--- src/rtl/math_pkg.sv ---
// Shared math helpers: ceiling log2 and the in-flight tag record used by
// adder-sharing blocks.
package math_pkg;

  localparam int unsigned MAX_ID_W = 4;  // covers up to 16 requesters

  // Ceiling log2, never less than 1 so a requester index always has a bit.
  function automatic int unsigned clog2(input int unsigned n);
    int unsigned r;
    r = 1;
    for (int unsigned i = 1; i < 32; i++) begin
      if ((32'd1 << i) < n) r = i + 1;
    end
    return r;
  endfunction

  typedef struct packed {
    logic                vld;
    logic [MAX_ID_W-1:0] id;
  } TAG_T;

endpackage

--- src/rtl/arb_rr.sv ---
// Round-robin arbiter: one-hot grant to the first request above the last
// transferred index, wrapping; the pointer moves only on an accepted grant.
module arb_rr
  import math_pkg::*;
#(
  parameter  int unsigned N  = 4,
  localparam int unsigned LW = clog2(N)
) (
  input  logic          clk,
  input  logic          rst,
  input  logic          ena,
  input  logic [N-1:0]  req,
  input  logic          advance,
  output logic [N-1:0]  grant,
  output logic [LW-1:0] last
);

  logic [LW-1:0] pick;
  logic [LW-1:0] cand;
  logic          found;
  int unsigned   idx;

  always_comb begin
    grant = '0;
    pick  = last;
    cand  = '0;
    found = 1'b0;
    idx   = 0;
    for (int unsigned off = 1; off <= N; off++) begin
      idx  = (32'(last) + off) % N;
      cand = LW'(idx);
      if (!found && req[cand]) begin
        found = 1'b1;
        pick  = cand;
      end
    end
    if (found && ena && !rst) grant[pick] = 1'b1;
  end

  always_ff @(posedge clk) begin
    if (rst)                 last <= LW'(N - 1);
    else if (ena && advance) last <= pick;
  end

endmodule

--- src/rtl/math_add_fab.sv ---
// Pipelined fabric adder: the word is split into LATENCY+1 segments, one per
// stage, with the carry registered between stages. Data registers are not reset.
module math_add_fab #(
  parameter int unsigned WIDTH   = 16,
  parameter int unsigned LATENCY = 1
) (
  input  logic             clk,
  input  logic             ena,
  input  logic [WIDTH-1:0] a,
  input  logic [WIDTH-1:0] b,
  output logic [WIDTH-1:0] sum
);

  localparam int unsigned NSEG = LATENCY + 1;
  localparam int unsigned CW   = WIDTH / NSEG;

  for (genvar k = 0; k < NSEG; k++) begin : g_seg
    logic [WIDTH-1:0] a_i, b_i, s_i, s_o;
    logic             c_i, c_o;

    if (k == 0) begin : g_head
      assign a_i = a;
      assign b_i = b;
      assign s_i = '0;
      assign c_i = 1'b0;
    end else begin : g_pipe
      always_ff @(posedge clk) begin
        if (ena) begin
          a_i <= g_seg[k-1].a_i;
          b_i <= g_seg[k-1].b_i;
          s_i <= g_seg[k-1].s_o;
          c_i <= g_seg[k-1].c_o;
        end
      end
    end

    // Segment k is summed here; lower segments are already final in s_i.
    always_comb begin
      s_o = s_i;
      {c_o, s_o[k*CW +: CW]} = {1'b0, a_i[k*CW +: CW]} + {1'b0, b_i[k*CW +: CW]}
                             + {{CW{1'b0}}, c_i};
    end
  end

  assign sum = g_seg[NSEG-1].s_o;

endmodule

--- src/rtl/math_add_share.sv ---
// Shares one pipelined fabric adder among NUM_REQ requesters: round-robin
// issue, a resettable tag pipeline alongside the adder, registered result routing.
module math_add_share
  import math_pkg::*;
#(
  parameter  int unsigned WIDTH   = 16,
  parameter  int unsigned LATENCY = 1,
  parameter  int unsigned NUM_REQ = 4,
  localparam int unsigned ID_W    = clog2(NUM_REQ)
) (
  input  logic                     clk,
  input  logic                     rst,
  input  logic                     ena,
  input  logic [NUM_REQ-1:0]       req_valid,
  input  logic [NUM_REQ*WIDTH-1:0] req_a,
  input  logic [NUM_REQ*WIDTH-1:0] req_b,
  output logic [NUM_REQ-1:0]       req_ready,
  output logic [NUM_REQ-1:0]       res_valid,
  output logic [ID_W-1:0]          res_id,
  output logic [WIDTH-1:0]         res_data,
  output logic                     busy
);

  logic [NUM_REQ-1:0] grant;
  logic [ID_W-1:0]    arb_last;
  logic               xfer;
  logic [ID_W-1:0]    issue_id;
  logic [WIDTH-1:0]   add_a, add_b, add_sum;
  TAG_T               issue_tag, tail;
  logic               tag_busy;
  logic               res_vld_q;

  arb_rr #(.N(NUM_REQ)) u_arb (
    .clk     (clk),
    .rst     (rst),
    .ena     (ena),
    .req     (req_valid),
    .advance (xfer),
    .grant   (grant),
    .last    (arb_last)
  );

  assign req_ready = grant;
  assign xfer      = |(req_valid & grant);

  // Idle cycles feed zeros so the adder sees no stale operands.
  always_comb begin
    add_a    = '0;
    add_b    = '0;
    issue_id = '0;
    for (int unsigned i = 0; i < NUM_REQ; i++) begin
      if (grant[i]) begin
        add_a    = req_a[i*WIDTH +: WIDTH];
        add_b    = req_b[i*WIDTH +: WIDTH];
        issue_id = ID_W'(i);
      end
    end
    issue_tag     = '0;
    issue_tag.vld = xfer;
    issue_tag.id  = MAX_ID_W'(issue_id);
  end

  math_add_fab #(.WIDTH(WIDTH), .LATENCY(LATENCY)) u_add (
    .clk (clk),
    .ena (ena),
    .a   (add_a),
    .b   (add_b),
    .sum (add_sum)
  );

  if (LATENCY == 0) begin : g_tag_bypass
    assign tail     = issue_tag;
    assign tag_busy = 1'b0;
  end else begin : g_tag_pipe
    TAG_T tag_q [LATENCY];

    always_ff @(posedge clk) begin
      if (rst) begin
        for (int unsigned i = 0; i < LATENCY; i++) tag_q[i] <= '0;
      end else if (ena) begin
        tag_q[0] <= issue_tag;
        for (int unsigned i = 1; i < LATENCY; i++) tag_q[i] <= tag_q[i-1];
      end
    end

    always_comb begin
      tag_busy = 1'b0;
      for (int unsigned i = 0; i < LATENCY; i++) tag_busy = tag_busy | tag_q[i].vld;
    end

    assign tail = tag_q[LATENCY-1];
  end

  always_ff @(posedge clk) begin
    if (rst) begin
      res_vld_q <= 1'b0;
      res_id    <= '0;
      res_data  <= '0;
    end else if (ena) begin
      res_vld_q <= tail.vld;
      res_id    <= tail.id[ID_W-1:0];
      res_data  <= add_sum;
    end
  end

  // A held result is shown only in the first enabled cycle, when it is also replaced.
  always_comb begin
    res_valid = '0;
    if (res_vld_q && ena && !rst) res_valid[res_id] = 1'b1;
  end

  assign busy = !rst && (tag_busy || res_vld_q);

endmodule
--- config.mk ---
export PLATFORM = sky130hd
export DESIGN_NAME = math_add_share
export DESIGN_NICKNAME = d
export VERILOG_FILES = /design/src/rtl/math_pkg.sv /design/src/rtl/arb_rr.sv /design/src/rtl/math_add_fab.sv /design/src/rtl/math_add_share.sv
export SDC_FILE = /design/constraint.sdc
export NUM_CORES = 1
export LEC_CHECK = 0
export CAP_MARGIN = 20
export CORE_UTILIZATION = 44
export CTS_CLUSTER_DIAMETER = 100
export DETAILED_ROUTE_END_ITERATION = 10
export PLACE_DENSITY = 0.95
export SLEW_MARGIN = 20
export SYNTH_ARGS = -nofsm -noshare
export SYNTH_HDL_FRONTEND = slang
export SYNTH_SLANG_ARGS = --single-unit
--- constraint.sdc ---
create_clock -name clk -period 6.55 [get_ports clk]
set_clock_uncertainty 0.15 [all_clocks]
set_input_delay 1.31 -clock clk [delete_from_list [all_inputs] [get_ports clk]]
set_output_delay 1.31 -clock clk [all_outputs]
set_load 0.01 [all_outputs]
=== Word level (Yosys, flattened, before mapping) ===
Memories as Yosys holds them, arrays and structs flattened.
Cells that the tools add are included.

* Memories: 1
* Bits in latches: 0
* Bits in registers: 62
* Memory bits (writable): 3
* Word-level logic and storage cells: 83
* Memory bits (read-only): 0
* Bits of input ports: 135

* Multipliers: 0
* Eq/ne operators: 0
* Order comparisons: 8
* Reductions and logical operators: 18
* Multiplexer cells: 40
* Add/subtract/negate cells: 7
* Shift operators: 0
* Bitwise logic cells: 1
* Divide/modulo/power cells: 0

{| class="wikitable"
|+ Memory list
! memory !! words !! width !! rd ports !! clocked after memory_dff !! wr ports !! RTL line !! RTL
|-
| g_tag_pipe.tag_q || 1 || 3 || 1 || 0 || 1 || math_add_share.sv:75 || <nowiki>TAG_T tag_q [LATENCY];</nowiki>
|}

{| class="wikitable"
|+ Operators with widths
! cell !! number
|-
| $mux 16 || 8
|-
| $lt 2x3->1 const B || 6
|-
| $mux 1 || 17
|-
| $mux 2 || 6
|-
| $logic_and 1x1->1 || 11
|-
| $add 8x8->9 || 1
|-
| $add 8x1->8 || 1
|-
| $add 8x8->8 || 1
|-
| $bmux 1 s2 || 4
|-
| $mux 4 || 2
|-
| $add 2x1->2 const B || 2
|-
| $add 2x2->2 const B || 2
|-
| $and 4x4->4 || 1
|-
| $demux 1 s2 || 2
|-
| $ge 2x1->1 const B || 2
|-
| $logic_not 1->1 || 4
|-
| $reduce_or 4->1 || 1
|-
| $mux 3 || 1
|-
| $reduce_or 3->1 || 1
|-
| $logic_or 1x1->1 || 1
|}

=== Depth between registers and ports, before layout ===
* Depth after elaboration: 23
* Mapped depth: 15
* Depth with buffers taken out: 12

=== Hierarchy ===
A second synthesis with hierarchy kept.

* Cells, all modules: 331
* Area total of the unflattened synthesis: 3204.3 µm²

{| class="wikitable"
|+ By module, submodules not included
! module !! area each (µm²) !! cells each !! instances
|-
| math_add_share || 1625.3 || 198 || 1
|-
| math_add_fab || 1371.3 || 102 || 1
|-
| arb_rr || 207.7 || 31 || 1
|}

=== Least setup slack after synthesis ===
No wires, ideal clock.

* Path kind: input to register
* Start point: in req_valid[1]
* End point: reg u_add.g_seg[1].s_i[6] (data pin)
* Library setup time: 258 ps
* Arrival: 3844 ps
* Setup slack: 2299 ps
* Cell stages on the path: 15
* Cell sequence: nor2b_1 -> o21ba_1 -> a221oi_2 -> buf_4 -> buf_6 -> buf_8 -> mux2i_1 -> o22ai_1 -> ha_1 -> fa_1 -> a21o_1 -> a21oi_1 -> o21bai_1 -> a21oi_1 -> xnor2_1

* Longest elaborated chain between the ends: 22

{| class="wikitable"
|+ RTL lines
! element !! RTL line !! RTL
|-
| start: declaration || math_add_share.sv:14 || <nowiki>input logic [NUM_REQ-1:0] req_valid,</nowiki>
|-
| $bmux 1 s2 || arb_rr.sv:32 || <nowiki>if (!found && req[cand]) begin</nowiki>
|-
| $mux 1 (not written as such) || arb_rr.sv:32 ||
|-
| $mux 1 || arb_rr.sv:32 ||
|-
| $logic_not 1->1 || arb_rr.sv:32 ||
|-
| $logic_and 1x1->1 || arb_rr.sv:32 ||
|-
| $mux 1 || arb_rr.sv:32 ||
|-
| $logic_not 1->1 || arb_rr.sv:32 ||
|-
| $logic_and 1x1->1 || arb_rr.sv:32 ||
|-
| (+4 left out) || - ||
|-
| $lt 2x3->1 (not written as such) / $ge 2x1->1 (equally long branches) || arb_rr.sv:37 || <nowiki>if (found && ena && !rst) grant[pick] = 1'b1;</nowiki>
|-
| $logic_and 1x1->1 (not written as such) || arb_rr.sv:37 ||
|-
| $mux 1 (not written as such) || arb_rr.sv:37 ||
|-
| $demux 1 s2 || - ||
|-
| $mux 4 (*) || arb_rr.sv:37 ||
|-
| $mux 16 (4 in series) || math_add_share.sv:52 || <nowiki>if (grant[i]) begin</nowiki>
|-
| $add 8x8->9 (*) || math_add_fab.sv:40 || <nowiki>{c_o, s_o[k*CW +: CW]} = {1'b0, a_i[k*CW +: CW]} + {1'b0, b_i[k*CW +: CW]}</nowiki>
|-
| net u_add.g_seg[0].s_o[6] || math_add_fab.sv:18 || <nowiki>logic [WIDTH-1:0] a_i, b_i, s_i, s_o;</nowiki>
|-
| end signal: assignment || math_add_fab.sv:31 || <nowiki>s_i <= g_seg[k-1].s_o;</nowiki>
|-
| end: declaration || math_add_fab.sv:18 ||
|}

Mark *: on every way through the listed nets, which the timed path passes. The rest lies on a longest branch. The select of a mux whose other input is x is not followed.
A chain may end at the register's enable or synchronous reset.

=== Worst setup path after layout ===
* Start point: in req_valid[1]
* End point: out req_ready[0]

* Longest elaborated chain between the ends: 17

{| class="wikitable"
|+ RTL lines
! element !! RTL line !! RTL
|-
| $bmux 1 s2 || arb_rr.sv:32 ||
|-
| $mux 1 (not written as such) || arb_rr.sv:32 ||
|-
| $mux 1 || arb_rr.sv:32 ||
|-
| $logic_not 1->1 || arb_rr.sv:32 ||
|-
| $logic_and 1x1->1 || arb_rr.sv:32 ||
|-
| $mux 1 || arb_rr.sv:32 ||
|-
| $logic_not 1->1 || arb_rr.sv:32 ||
|-
| $logic_and 1x1->1 || arb_rr.sv:32 ||
|-
| $mux 1 || arb_rr.sv:32 ||
|-
| $logic_not 1->1 || arb_rr.sv:32 ||
|-
| $logic_and 1x1->1 || arb_rr.sv:32 ||
|-
| $mux 2 || arb_rr.sv:32 ||
|-
| $lt 2x3->1 (not written as such) / $ge 2x1->1 (equally long branches) || arb_rr.sv:37 ||
|-
| $logic_and 1x1->1 (not written as such) || arb_rr.sv:37 ||
|-
| $mux 1 (not written as such) || arb_rr.sv:37 ||
|-
| $demux 1 s2 || - ||
|-
| $mux 4 (*) || arb_rr.sv:37 ||
|-
| end: declaration || math_add_share.sv:17 || <nowiki>output logic [NUM_REQ-1:0] req_ready,</nowiki>
|}

Mark *: on every way between the ends. The rest lies on a longest branch, timed or not. The select of a mux whose other input is x is not followed.

==> metrics.yaml <==
antenna_found_initial: 0
async_reset_ff_frac: 0
grt_usage: 0.2145
num_vias: 3042
max_freq_mhz: 192.5
hold-path-cell-count: 2
r2r-start: "u_arb.last[0]"
outcome: "complete, no violations"
crit_path_start: "req_valid[1]"
clk_path_buf_depth: 2
num_rows: 31
dpl.hpwl_mm: 6.964
syn_to_final_growth_pct: 53.65
arrival_ns: 3.73
start_kind: "input port"
initial_utilization: 0.4563
clk_pin_slew_ns: 0.08
post-synth-top-count-cell: "mux2i_1"
die_x_um: 88.73
yosys.area.top_type_share: 0.2541
fin_crit_ns: 5.194
die_h_um: 88.73
p_per_area_nw_per_um2: 173.3
yosys_warnings: 0
hold_class: "reg2reg"
drtPass1Iterations: 4
drt_wl_total_mm: 8.617
ioPinCount: 162
p_seq_frac: 0.422
coreArea_um2: 7253
fin_cells: 573
fin_nets: 625
combPwrFrac: 0.351
antenna_left: 0
place_congestion: 0.8130
path_class: "in2out"
place_area_um2: 4977
clk_latency_ns: 0.31
drcViolationCount: 0
utilization: 0.7011
hold_start: "res_data[12]"
grt.overflow.total: 0
rsz0062_at_grt: "false"
regArea_um2: 1261
top_usage_layer: "met2"
drive_gt1_frac: 0.04430
final.period_utilization: 0.7930
synth_edf_count: 28
gr-usage-met3: 0.03265
clock-sinks: 49
multi_input_area_um2: 1896
drv_slew: 0
wl_per_cell_um: 15.04
synthesis.nets: 471
avgSynthCellArea_um2: 10.37
reg2reg_depth: 13
maxSlewHeadroom: 0.3598
peakVddDrop_uv: 99.16
ys_seq_area_frac: 0.3811
place_inst: 565
cts_tree: "done"
drv_cap: 0
first_iter_violations: 158
fill_cells: 512
synth_seq_cells: 49
path_max_fanout: 17
p_sw_frac: 0.2777
synthCells: 319
pwr-share-clk: 0.228
worstPathRequired_ns: 5.09
use_met2: 0.3818
die_area_um2: 7872
worst_pin_slew_ns: 0.9603
setup_viol: 0
io_buffer_count: 161
netlist_top_cells_area: "edfxtp_1 (25%), mux2i_1 (24%), dfxtp_1 (13%)"
p_leak_nw: 2.180
synthFlopType: "edfxtp_1"
cts_resized: 0
setup_tns_ns: 0
netlist_area_um2: 3309
grt_use_met1: 0.2649
end_kind: "primary output"
grt_max_degree: 54
hold_viol: 0
synth_commonest_cells: "mux2i_1 (79), nor2_1 (33), o22ai_1 (33)"
synth_cell_types: 45
p_int_uw: 636.3
root_buffer: "clkbuf_8"
synth_top_area_cell: "edfxtp_1"
first_global_vias: 2931
cts_buffers: 5
cts_hold_buffers: 0
p_sw_uw: 244.7
via_per_inst: 5.309
post_cts_buffers: 0
hold_slack_ns: 0.3406
h-tree-depth: 2
fin_area_um2: 5085
grt_pass1_wl_mm: 13.01
antenna_cells: 0
[kinds of logic (layout without fill, tap and decap cells)]
| logic type | Yosys count | after routing | share of synthesized area |
|---|---|---|---|
| DFF | 49 | 49 | 0.3811 |
| buffers and inverters | 31 | 186 | 0.04953 |
| and+or+nand+nor | 63 | 63 | 0.09376 |
| muxes | 79 | 79 | 0.2389 |
| AOI/OAI and AO/OA | 71 | 71 | 0.1418 |
| adders and majority gates | 17 | 17 | 0.07108 |
| xor gates and xnor gates | 9 | 9 | 0.02382 |
[power by group through the flow]
stage | logic (mW) | registers [mW] | clock network, mW
detailed placement | 0.308 | 0.379 | 0
global placement | 0.298 | 0.378 | 0
global route | 0.334 | 0.375 | 0.215
floorplan | 0.167 | 0.380 | 0
finish | 0.309 | 0.372 | 0.201
CTS | 0.310 | 0.372 | 0.201
[final timing paths]
path,end,slack [ns]
setup reg to reg,u_add.g_seg[1].s_i[7],2.44
hold reg to reg,res_data[12],0.34
hold / removal,res_data[12],0.34
setup / recovery,req_ready[0],1.36
[cell usage in the layout (no fill, tap or decap), drive strengths merged, types with 3 or more instances in the layout]
cell type / synthesis / final
inv: 10 / 11
clkbuf: 6 / 6
nand2: 6 / 6
edfxtp: 28 / 28
mux2i: 79 / 79
o21ai: 6 / 6
nand2b: 4 / 4
a21oi: 9 / 9
ha: 14 / 14
o21a: 3 / 3
nor2b: 5 / 5
fa: 3 / 3
xnor2: 7 / 7
o22ai: 33 / 33
a211oi: 3 / 3
a21o: 3 / 3
o21bai: 3 / 3
dfxtp: 21 / 21
buf: 15 / 8
clkdlybuf4s50: 0 / 160
nor2: 33 / 33
[registers in the layout, summed over array words and instances, names as in the netlist]
signal and count:
res_data 16, u_add.g_seg.a_i 8, u_add.g_seg.b_i 8, u_add.g_seg.s_i 8, g_tag_pipe.tag_q 3, res_id 2
u_arb.last 2, res_vld_q 1, u_add.g_seg.c_i 1
[metrics by stage]
step	worst slack, ns	total power, mW
after floorplan	2.299	0.5472
after global placement	1.293	0.6757
after detailed placement	1.125	0.6872
after CTS	1.361	0.8834
after global routing	1.156	0.9238
final	1.356	0.8810
[per-layer routing]
metal	wire [um]	share of wire	vias up
met5	0	0	-
met1	3545	0.41	1391
li1	-	-	1504
met3	413	0.048	20
met2	4486	0.52	127
met4	171	0.020	0
[cell type report]
class                      count  area share
multi-input combinational    239      0.3728
timing repair buffer         168      0.3263
sequential                    49      0.2480
tap                           99     0.02436
clock buffer                   6     0.01845
inverter                      10    0.007382
clock inverter                 2    0.002707
[critical path, cell delays in order]
cell and delay (ns):
clkdlybuf4s50_1 0.46, nor2b_1 0.17, o21ba_1 0.22, a221oi_4 0.73, and3_1 0.28, clkdlybuf4s50_1 0.56
Note: power is estimated with default switching activity, not from simulation.
